File: src/rtl/div_scheduler_if.sv
// Bundle between two requesters, the scheduler and the shared iterative divider.
// The slave modport is the scheduler's side; master is the surrounding environment.
interface div_scheduler_if #(
    parameter int DATA_W = 16
);
    logic              req0;
    logic              req1;
    logic [DATA_W-1:0] q0;
    logic [DATA_W-1:0] m0;
    logic [DATA_W-1:0] q1;
    logic [DATA_W-1:0] m1;
    logic [1:0]        gnt;
    logic [1:0]        done;
    logic [DATA_W-1:0] quot;
    logic [DATA_W:0]   rem;
    logic              dbz;
    logic              busy;
    logic              div_start;
    logic [DATA_W-1:0] div_q;
    logic [DATA_W-1:0] div_m;
    logic [DATA_W-1:0] div_quot;
    logic [DATA_W:0]   div_rem;

    modport slave (
        input  req0, req1, q0, m0, q1, m1, div_quot, div_rem,
        output gnt, done, quot, rem, dbz, busy, div_start, div_q, div_m
    );

    modport master (
        output req0, req1, q0, m0, q1, m1, div_quot, div_rem,
        input  gnt, done, quot, rem, dbz, busy, div_start, div_q, div_m
    );
endinterface

File: src/rtl/div_scheduler.sv
// Round-robin scheduler sharing one multi-cycle divider between two requesters.
// Divide-by-zero is resolved locally without ever starting the divider.
module div_scheduler #(
    parameter int DIV_LAT = 17
) (
    input logic            clk,
    input logic            rst,
    div_scheduler_if.slave bus
);
    localparam int CNT_W = 6;
    localparam logic [CNT_W-1:0] LAST_CNT = CNT_W'(DIV_LAT - 1);

    typedef enum logic [1:0] {
        IDLE = 2'd0,
        LOAD = 2'd1,
        RUN  = 2'd2,
        RESP = 2'd3
    } state_t;

    state_t           state_q, state_d;
    logic [CNT_W-1:0] cnt_q,   cnt_d;
    logic [1:0]       gnt_q,   gnt_d;
    logic [1:0]       done_q,  done_d;
    logic             busy_q,  busy_d;
    logic             start_q, start_d;
    logic             dbz_q,   dbz_d;
    logic             last_q,  last_d;
    logic [15:0]      quot_q,  quot_d;
    logic [16:0]      rem_q,   rem_d;
    logic [15:0]      opq_q,   opq_d;
    logic [15:0]      opm_q,   opm_d;
    logic             pick1;

    // Requester 1 wins when alone, or on a tie when requester 0 was served last.
    always_comb begin
        pick1 = bus.req1 && (!bus.req0 || !last_q);
    end

    always_comb begin
        state_d = state_q;
        cnt_d   = cnt_q;
        gnt_d   = gnt_q;
        done_d  = 2'b00;
        busy_d  = busy_q;
        start_d = start_q;
        dbz_d   = dbz_q;
        last_d  = last_q;
        quot_d  = quot_q;
        rem_d   = rem_q;
        opq_d   = opq_q;
        opm_d   = opm_q;
        case (state_q)
            IDLE: begin
                if (bus.req0 || bus.req1) begin
                    state_d = LOAD;
                    busy_d  = 1'b1;
                    gnt_d   = pick1 ? 2'b10 : 2'b01;
                    opq_d   = pick1 ? bus.q1 : bus.q0;
                    opm_d   = pick1 ? bus.m1 : bus.m0;
                end
            end
            LOAD: begin
                if (opm_q == 16'h0000) begin
                    state_d = RESP;
                    quot_d  = 16'hFFFF;
                    rem_d   = {1'b0, opq_q};
                    dbz_d   = 1'b1;
                    done_d  = gnt_q;
                end else begin
                    state_d = RUN;
                    cnt_d   = '0;
                    start_d = 1'b1;
                end
            end
            RUN: begin
                // Results are sampled on the last cycle the start level is held.
                if (cnt_q == LAST_CNT) begin
                    state_d = RESP;
                    start_d = 1'b0;
                    quot_d  = bus.div_quot;
                    rem_d   = bus.div_rem;
                    dbz_d   = 1'b0;
                    done_d  = gnt_q;
                end else begin
                    cnt_d = cnt_q + 1'b1;
                end
            end
            RESP: begin
                state_d = IDLE;
                gnt_d   = 2'b00;
                busy_d  = 1'b0;
                cnt_d   = '0;
                last_d  = gnt_q[1];
            end
            default: begin
                state_d = IDLE;
            end
        endcase
    end

    always_ff @(posedge clk or posedge rst) begin
        if (rst) begin
            state_q <= IDLE;
            cnt_q   <= '0;
            gnt_q   <= 2'b00;
            done_q  <= 2'b00;
            busy_q  <= 1'b0;
            start_q <= 1'b0;
            dbz_q   <= 1'b0;
            last_q  <= 1'b1;
            quot_q  <= '0;
            rem_q   <= '0;
            opq_q   <= '0;
            opm_q   <= '0;
        end else begin
            state_q <= state_d;
            cnt_q   <= cnt_d;
            gnt_q   <= gnt_d;
            done_q  <= done_d;
            busy_q  <= busy_d;
            start_q <= start_d;
            dbz_q   <= dbz_d;
            last_q  <= last_d;
            quot_q  <= quot_d;
            rem_q   <= rem_d;
            opq_q   <= opq_d;
            opm_q   <= opm_d;
        end
    end

    assign bus.gnt       = gnt_q;
    assign bus.done      = done_q;
    assign bus.busy      = busy_q;
    assign bus.div_start = start_q;
    assign bus.quot      = quot_q;
    assign bus.rem       = rem_q;
    assign bus.dbz       = dbz_q;
    assign bus.div_q     = opq_q;
    assign bus.div_m     = opm_q;
endmodule

File: src/flat_wrapper.sv
// flat-port wrapper written by rule: the top's interface ports become plain ports
module div_scheduler_flat 
#(
    parameter int DIV_LAT = 17
)
  (clk, rst, bus_req0, bus_req1, bus_q0, bus_m0, bus_q1, bus_m1, bus_div_quot, bus_div_rem, bus_gnt, bus_done, bus_quot, bus_rem, bus_dbz, bus_busy, bus_div_start, bus_div_q, bus_div_m);
  div_scheduler_if bus_i ();
  input logic clk;
  input logic rst;
  input wire logic [$bits(bus_i.req0)-1:0] bus_req0;
  input wire logic [$bits(bus_i.req1)-1:0] bus_req1;
  input wire logic [$bits(bus_i.q0)-1:0] bus_q0;
  input wire logic [$bits(bus_i.m0)-1:0] bus_m0;
  input wire logic [$bits(bus_i.q1)-1:0] bus_q1;
  input wire logic [$bits(bus_i.m1)-1:0] bus_m1;
  input wire logic [$bits(bus_i.div_quot)-1:0] bus_div_quot;
  input wire logic [$bits(bus_i.div_rem)-1:0] bus_div_rem;
  output wire logic [$bits(bus_i.gnt)-1:0] bus_gnt;
  output wire logic [$bits(bus_i.done)-1:0] bus_done;
  output wire logic [$bits(bus_i.quot)-1:0] bus_quot;
  output wire logic [$bits(bus_i.rem)-1:0] bus_rem;
  output wire logic [$bits(bus_i.dbz)-1:0] bus_dbz;
  output wire logic [$bits(bus_i.busy)-1:0] bus_busy;
  output wire logic [$bits(bus_i.div_start)-1:0] bus_div_start;
  output wire logic [$bits(bus_i.div_q)-1:0] bus_div_q;
  output wire logic [$bits(bus_i.div_m)-1:0] bus_div_m;
  assign bus_i.req0 = bus_req0;
  assign bus_i.req1 = bus_req1;
  assign bus_i.q0 = bus_q0;
  assign bus_i.m0 = bus_m0;
  assign bus_i.q1 = bus_q1;
  assign bus_i.m1 = bus_m1;
  assign bus_i.div_quot = bus_div_quot;
  assign bus_i.div_rem = bus_div_rem;
  assign bus_gnt = bus_i.gnt;
  assign bus_done = bus_i.done;
  assign bus_quot = bus_i.quot;
  assign bus_rem = bus_i.rem;
  assign bus_dbz = bus_i.dbz;
  assign bus_busy = bus_i.busy;
  assign bus_div_start = bus_i.div_start;
  assign bus_div_q = bus_i.div_q;
  assign bus_div_m = bus_i.div_m;
  div_scheduler #(.DIV_LAT(DIV_LAT)) u_core (.clk(clk), .rst(rst), .bus(bus_i));
endmodule
File: config.mk
export PLATFORM = sky130hd
export DESIGN_NAME = div_scheduler_flat
export DESIGN_NICKNAME = d
export VERILOG_FILES = /design/src/rtl/div_scheduler_if.sv /design/src/rtl/div_scheduler.sv /design/src/flat_wrapper.sv
export SDC_FILE = /design/constraint.sdc
export NUM_CORES = 1
export LEC_CHECK = 0
export ABC_CLOCK_PERIOD_IN_PS = 2780
export CORE_UTILIZATION = 39
export DETAILED_ROUTE_END_ITERATION = 7
export PLACE_DENSITY = 0.85
export SYNTH_ARGS = -nofsm -noshare
export SYNTH_HDL_FRONTEND = slang
export SYNTH_SLANG_ARGS = --single-unit
File: constraint.sdc
create_clock -name clk -period 2.78 [get_ports clk]
set_input_delay 0.556 -clock clk [delete_from_list [all_inputs] [get_ports clk]]
set_output_delay 0.556 -clock clk [all_outputs]
set_load 0.005 [all_outputs]
# == Word level (Yosys, flattened, before mapping) ==
# Index checks and enable logic that the tools add are counted.
# totals
register_bits,81
out_inout_bits,72
wordCells,66
# op_classes
add_sub_neg,1
n_eq_ne,9
n_mux,28
reduce_logical,16
# ops
cell,count
2-to-1 mux 16 bit,4
2-to-1 mux 17 bit,2
one-hot mux 17 bit (2 select lines),1
one-hot mux 16 bit (2 select lines),1
one-hot mux 6 bit (3 select lines),1
zero test 16 bit,1
2-to-1 mux 2 bit,6
2-to-1 mux 6 bit,2
AND reduction 3 bit,3
one-hot mux 2 bit (2 select lines),2
one-hot mux 2 bit (4 select lines),1
"adder 6 x 1 -> 6 bit, second input constant",1
"== test 6 x 5 -> 1 bit, second input constant",1
"!= test 2 x 1 -> 1 bit, second input constant",3
one-hot mux 1 bit (2 select lines),3
AND reduction 2 bit,3
2-to-1 mux 1 bit,5
"== test 2 bit, second input constant",2
"!= test 2 bit, second input constant",2
nonzero test 2 bit,2
nonzero test 3 bit,1
"== test 2 x 1 -> 1 bit, second input constant",1
zero test 1 bit,2
zero test 2 bit,1
2 further kinds,3

# == Depth between registers and ports, before layout ==
# Gate-level depths: netlist of the first run.
# depth
depth_word,6
ltp_mapped,9

# == Worst setup path after synthesis of the first run ==
# OpenSTA, ideal clock, no wires.
# synth_timing
path_type,reg2reg
startpoint,register u_core.state_q[0]
endpoint,"register u_core.quot_q[0], in the netlist u_core.bus.quot[0]"
setup_ps,134
arrival_ps,1750
slack_ps,896
path_stages_with_launch,9
period_less_slack_ps,1884
path_cell_list,dfrtp_1 -> inv_1 -> ha_1 -> nor2b_1 -> a31oi_2 -> or2_1 -> buf_6 -> buf_6 -> a21oi_2
# synth_via
elab_chain_cells,3
elab_cells_between_ends,7
cone_classes,eq/ne: 4; mux: 1; reduce/logical: 2
# synth_lines
item,line_no,rtl
"start, declared",div_scheduler.sv:20,"state_t state_q, state_d;"
"start signal, assigned",div_scheduler.sv:116,state_q <= state_d;
== test 2 bit / == test 2 x 1 -> 1 bit (equally long branches),div_scheduler.sv:52,case (state_q)
!= test 2 x 1 -> 1 bit (no source line) / nonzero test 2 bit (equally long branches),--,
AND reduction 3 bit (no source line),--,
"end signal, assigned",div_scheduler.sv:124,quot_q <= quot_d;
"end, declared",div_scheduler.sv:28,"logic [15:0] quot_q, quot_d;"
# Several ways; a longest one is shown, not always the timed one.
# A chain may end at the register's enable or synchronous reset.

# == Worst setup path after layout of the first run ==
# layout_timing
startpoint,register u_core.state_q[0]
endpoint,"register u_core.rem_q[12], in the netlist u_core.bus.rem[12]"
# layout_via
elab_chain_cells,3
elab_cells_between_ends,7
cone_classes,eq/ne: 4; mux: 1; reduce/logical: 2
# layout_lines
item,line_no,rtl
== test 2 bit / == test 2 x 1 -> 1 bit (equally long branches),div_scheduler.sv:52,
!= test 2 x 1 -> 1 bit (no source line) / nonzero test 2 bit (equally long branches),--,
AND reduction 3 bit (no source line),--,
"end signal, assigned",div_scheduler.sv:125,rem_q <= rem_d;
"end, declared",div_scheduler.sv:29,"logic [16:0] rem_q, rem_d;"
# Several ways; a longest one is shown, not always the timed one.

==> results of run 1 <==
[registers in the layout, summed over array words and instances, names as in the netlist, 2 cells and up]
name and cells:
u_core.cnt_q 6, u_core.bus.gnt 2, u_core.bus.div_m 16, u_core.state_q 2, u_core.bus.done 2, u_core.bus.div_q 16, u_core.bus.quot 16, u_core.bus.rem 17
[stage by stage]
| step | instances | util | power, mW | instance area (µm²) |
|---|---|---|---|---|
| 2_1_floorplan | 386 | - | 3.97 | 4140 |
| 3_3_place_gp | 673 | 0.582 | 5.30 | 6010 |
| 3_5_place_dp | 673 | 0.582 | 5.42 | 6010 |
| 4_1_cts | 689 | 0.603 | 6.37 | 6220 |
| 5_1_grt | 689 | 0.603 | 6.74 | 6220 |
| 6_report | 689 | 0.603 | 6.31 | 6220 |
[where the power goes]
part	internal, mW	switching (mW)
Sequential	1.66	0.403
Clock	0.505	0.423
Combinational	1.65	1.66
[worst min path at each step]
| stage | to | slack [ps] | depth (start not counted) |
|---|---|---|---|
| finish | u_core.bus.rem[14] | 520 | 2 |
| global placement | u_core.bus.div_q[13] | 490 | 2 |
| floorplan | u_core.cnt_q[5] | 490 | 1 |
| CTS | u_core.bus.div_q[4] | 520 | 2 |
| global route | u_core.bus.quot[12] | 540 | 2 |
| detailed placement | u_core.bus.div_q[4] | 500 | 2 |
[layout by cell type (no fill, tap or decap), drive strengths merged, types with 5 or more instances in the layout]
master	n
clkdlybuf4s50	172
mux2i	49
a21oi	19
nor4b	16
ha	6
nand2	37
dfrtp	80
o21ai	75
clkbuf	11
inv	24
buf	7
nand3	5
[critical path, stage by stage (launching register included)]
cell and delay [ps]:
dfrtp_1 430, inv_1 110, ha_1 400, nor2b_1 210, a31oi_4 150, or2_2 770
o21ai_0 210
[routing by layer]
layer / part of all wire / wire length (µm) / track usage / up-vias
met2: 0.51 / 5410 / 0.342 / 144
met1: 0.39 / 4170 / 0.231 / 1677
li1: - / - / - / 1699
met5: 0 / 0 / 0 / -
met4: 0.023 / 246 / 0.0724 / 0
met3: 0.079 / 844 / 0.0655 / 22
[cells by family (layout without fill, tap and decap cells)]
logic type,after synthesis,after routing
AOI/OAI and AO/OA,113,113
adders and majority gates,6,6
buffers and inverters,53,220
DFF,81,81
muxes,51,51
and+or+nand+nor,82,82
[cell type report]
class                           instances  share of cell area
Inverter                               25              0.0153
Multi-Input combinational cell        252               0.307
Clock inverter                          5              0.0129
Tap cell                              136              0.0273
Sequential cell                        81               0.326
Timing Repair Buffer                  179               0.291
Clock buffer                           11              0.0211
==> results.py, run 1 <==
metrics = {
    "run_status": {
        "status": "completed",
    },
    "place": {
        "pre_cts_ws_ps": 301,
        "place_congestion": 0.728,
        "port_buffers": 172,
        "hpwl_mm": 7.87,
    },
    "floorplan": {
        "die_width_um": 105,
        "initial_core_util": 0.401,
        "rows": 37,
        "die_area_mm2": 0.0110,
        "io_pins": 173,
        "coreArea_mm2": 0.0103,
        "die_h_um": 105,
    },
    "global_routing": {
        "grt_pass1_vias": 3544,
        "overflow": 0,
        "grt_pass1_wl_mm": 17.4,
        "grt_max_degree": 66,
        "grt_util_all_layers": 0.199,
        "antenna_found_initial": 0,
    },
    "setup_path": {
        "r2r_start": "u_core.state_q[0]",
        "setup.worst_path.end": "u_core.bus.rem[12]",
        "startpoint_type": "register",
        "path_max_fanout": 34,
        "path_class": "reg -> reg",
        "rr_worst_depth": 6,
        "cp-end-kind": "register",
        "worstPathArrival_ps": 2670,
        "rrSetupSlack_ps": 300,
        "worstPathRequired_ps": 2970,
        "startpoint": "u_core.state_q[0]",
        "r2r-end": "u_core.bus.rem[12]",
    },
    "sta": {
        "fin_ws_ps": 301,
        "max_freq_mhz": 403,
        "timing.hold.ws_ps": 515,
        "maxSlewHeadroom": 0.343,
        "layout_min_cycle_time_ps": 2480,
        "finalClockSkew_ps": 8.55,
        "finalSetupTns_ps": 0,
        "hold_viol": 0,
        "rsz0062_at_grt": "false",
        "drv_slew": 0,
        "setup_viol": 0,
        "finalCritPeriodShare": 0.892,
        "worstMarginPinSlew_ps": 986,
    },
    "cells_and_area": {
        "ff_latch_area_mm2": 0.00203,
        "drive_gt1_frac": 0.121,
        "final_nets": 655,
        "fill_cells": 862,
        "antennaDiodeCount": 0,
        "multiInputGateArea_mm2": 0.00191,
        "area_growth_pct": 50.3,
    },
    "drt": {
        "drt_wl_total_mm": 10.7,
        "vias": 3542,
        "drc_errors": 0,
        "wl_per_cell_um": 15.5,
        "drtPass1Iterations": 4,
        "ant_nets": 0,
        "drt_iter0_markers": 150,
        "vias_per_cell": 5.14,
    },
    "power": {
        "cellPowerDensity_mw_per_mm2": 1010,
        "cellLeakagePower_nw": 2.63,
        "vdd_drop_max_mv": 0.756,
    },
    "synthesis": {
        "synth-seq-area-share": 0.490,
        "synth.ff_latch_count": 81,
        "async_flop_share": 1.00,
        "synth_cells": 386,
        "synth_top_area_frac": 0.484,
        "synthXorXnorAreaFrac": 0,
        "synth.area.mux_share": 0.124,
        "synthTopCellsByArea": "dfrtp_1, mux2i_1, o21ai_0, a21oi_2, nor4b_1",
        "synthFlopType": "dfrtp_1",
        "yosys.area_share.simple": 0.124,
        "synth_top_family_by_area": "compound AO/OA/AOI/OAI gates",
        "synth_most_common_cell": "dfrtp_1",
        "synth_edf_count": 0,
        "synthTopCellsByCount": "dfrtp_1, o21ai_0, mux2i_1",
        "synth_area_per_cell_um2": 10.7,
        "synth_top_area_cell": "dfrtp_1",
        "syn-cell-area_mm2": 0.00414,
        "synth_nets": 493,
        "synth-compound-area-share": 0.187,
        "ys_types": 41,
        "yosysWarnings": 0,
        "synth_fa_ha_area_frac": 0.0181,
    },
    "hold_path": {
        "min_from": "u_core.bus.rem[14]",
        "min-delay-path-class": "reg -> reg",
    },
    "run": {
        "cap_violations": 0,
    },
    "clock_network": {
        "cts.sinks": 81,
        "cts_max_level": 3,
        "cts_buffers": 9,
        "clockBufferDepth": 2,
        "clk_pin_slew_ps": 80,
        "worstSkewPairLatency_ps": 350,
        "cts_resized": 0,
        "hold_buffers": 0,
        "cts_tree": "yes",
        "cts_setup_buffers": 0,
        "cts-root-buf": "clkbuf_8",
    },
}
Note: power is estimated with default switching activity, not from simulation.
==> inputs of run 2 (changes only) <==
Settings changed: PLACE_DENSITY 0.85 to 0.83, TNS_END_PERCENT from default to 100.
==> results.py, run 2 (same netlist as run 1, synthesis figures left out) <==
metrics = {
    "run_status": {
        "status": "completed",
    },
    "clock_network": {
        "cts-root-buf": "clkbuf_8",
        "cts_setup_buffers": 0,
        "clockBufferDepth": 2,
        "cts.sinks": 81,
        "worstSkewPairLatency_ps": 350,
        "hold_buffers": 0,
        "cts_buffers": 9,
        "cts_resized": 0,
        "cts_max_level": 3,
        "clk_pin_slew_ps": 80,
        "cts_tree": "yes",
    },
    "power": {
        "cellLeakagePower_nw": 2.64,
        "cellPowerDensity_mw_per_mm2": 1010,
        "vdd_drop_max_mv": 0.619,
    },
    "place": {
        "place_congestion": 0.806,
        "dp_cells": 674,
        "port_buffers": 172,
        "hpwl_mm": 7.80,
    },
    "sta": {
        "drv_slew": 0,
        "maxSlewHeadroom": 0.325,
        "max_freq_mhz": 394,
        "finalSetupTns_ps": 0,
        "layout_min_cycle_time_ps": 2540,
        "finalCritPeriodShare": 0.912,
        "rsz0062_at_grt": "false",
        "setup_viol": 0,
        "finalClockSkew_ps": 11.8,
        "hold_viol": 0,
        "worstMarginPinSlew_ps": 1010,
    },
    "cells_and_area": {
        "final_cells": 690,
        "antennaDiodeCount": 0,
        "drive_gt1_frac": 0.121,
        "final_cell_mix": "clkdlybuf4s50_1, dfrtp_1, o21ai_0",
        "final_nets": 656,
        "mostFrequentLayoutCell": "clkdlybuf4s50_1",
        "area_growth_pct": 50.4,
        "largest_reg_flops": 17,
    },
    "setup_path": {
        "r2r_start": "u_core.state_q[0]",
        "critPathTopFamily": "simple AND/OR/NAND/NOR gates",
        "startpoint_type": "register",
        "rrSetupSlack_ps": 240,
        "worstPathRequired_ps": 2960,
        "worstPathArrival_ps": 2710,
        "r2r-end": "u_core.bus.rem[13]",
        "path_max_fanout": 34,
        "path_class": "reg -> reg",
        "cp_num_buf_inv": 1,
        "cp_slowest_cell": "or2_2",
        "critical_path.cell_chain": "inv_1 -> ha_1 -> nor2b_1 -> a31oi_4 -> or2_2 -> o21ai_0",
        "cp-end-kind": "register",
        "rr_worst_depth": 6,
        "cpPeakStageDelay_ps": 800,
    },
    "global_routing": {
        "grt_pass1_vias": 3665,
        "overflow": 0,
        "grt_pass1_wl_mm": 17.6,
        "antenna_found_initial": 0,
        "grt_max_degree": 66,
        "grt_util_all_layers": 0.202,
    },
    "hold_path": {
        "hold-path-cell-count": 2,
        "hold_path_end": "u_core.bus.div_q[0]",
        "min-delay-path-class": "reg -> reg",
        "min_from": "u_core.bus.div_q[0]",
    },
    "floorplan": {
        "coreArea_mm2": 0.0103,
        "initial_core_util": 0.401,
        "die_width_um": 105,
        "rows": 37,
        "die_h_um": 105,
        "io_pins": 173,
        "die_area_mm2": 0.0110,
    },
    "drt": {
        "ant_nets": 0,
        "vias": 3536,
        "vias_per_cell": 5.12,
        "wl_per_cell_um": 15.3,
        "drtPass1Iterations": 4,
        "drc_errors": 0,
        "drt_iter0_markers": 144,
        "drt_wl_total_mm": 10.5,
    },
    "run": {
        "cap_violations": 0,
    },
}
-- run 2: cell types whose count changed in the layout (fill, tap and decap cells not counted) --
cell	previous run	this run
clkinv_2	2	3
buf_4	4	5
clkinvlp_4	2	0
clkbuf_1	2	3
-- run 2: final cells by class --
type | instances | area [µm²]
fill | 851 | 4100
sequential | 81 | 2030
multi-input combinational | 252 | 1910
timing repair buffer | 180 | 1820
tap | 136 | 170
clock buffer | 12 | 135
inverter | 25 | 95.1
clock inverter | 4 | 70.1
-- run 2: worst reg2reg max path: cells and delay by family (launching register included) --
family | cells | cell delay, ps
DFF | 1 | 450
and+or+nand+nor | 2 | 1000
buffers and inverters | 1 | 110
adders and majority gates | 1 | 390
AOI/OAI and AO/OA | 2 | 420
-- run 2: per-layer routing --
metal  vias up  track usage  routed length (µm)
met3        17       0.0561                 803
met5         -            0                   0
li1       1698            -                   -
met2       134        0.358                5470
met4         0       0.0654                 132
met1      1687        0.235                4150
-- run 2: report_power, final --
| part | internal [mW] | switching (mW) |
|---|---|---|
| sequential | 1.66 | 0.393 |
| combinational | 1.65 | 1.65 |
| clock | 0.505 | 0.409 |
-- run 2: through the flow --
stage | power (mW) | hold slack (ps) | instance area (µm²) | worst slack [ps] | utilization
global route | 6.76 | 535 | 6230 | 89.2 | 0.603
global placement | 5.29 | 489 | 6020 | 401 | 0.583
floorplan | 3.97 | 488 | 4140 | 146 | -
finish | 6.27 | 512 | 6230 | 245 | 0.603
CTS | 6.36 | 515 | 6230 | 223 | 0.603
detailed placement | 5.43 | 495 | 6020 | 242 | 0.583
-- run 2: worst max-delay path by stage --
stage / from / to / slack (ps) / cells after the start
4_1_cts: u_core.state_q[0] / u_core.bus.rem[13] / 220 / 6
3_5_place_dp: u_core.state_q[0] / u_core.bus.rem[13] / 240 / 6
2_1_floorplan: rst / u_core.bus.busy / 150 / 1
6_report: u_core.state_q[0] / u_core.bus.rem[13] / 240 / 6
3_3_place_gp: u_core.state_q[0] / u_core.bus.rem[12] / 400 / 6
5_1_grt: u_core.state_q[1] / u_core.bus.rem[13] / 90 / 6
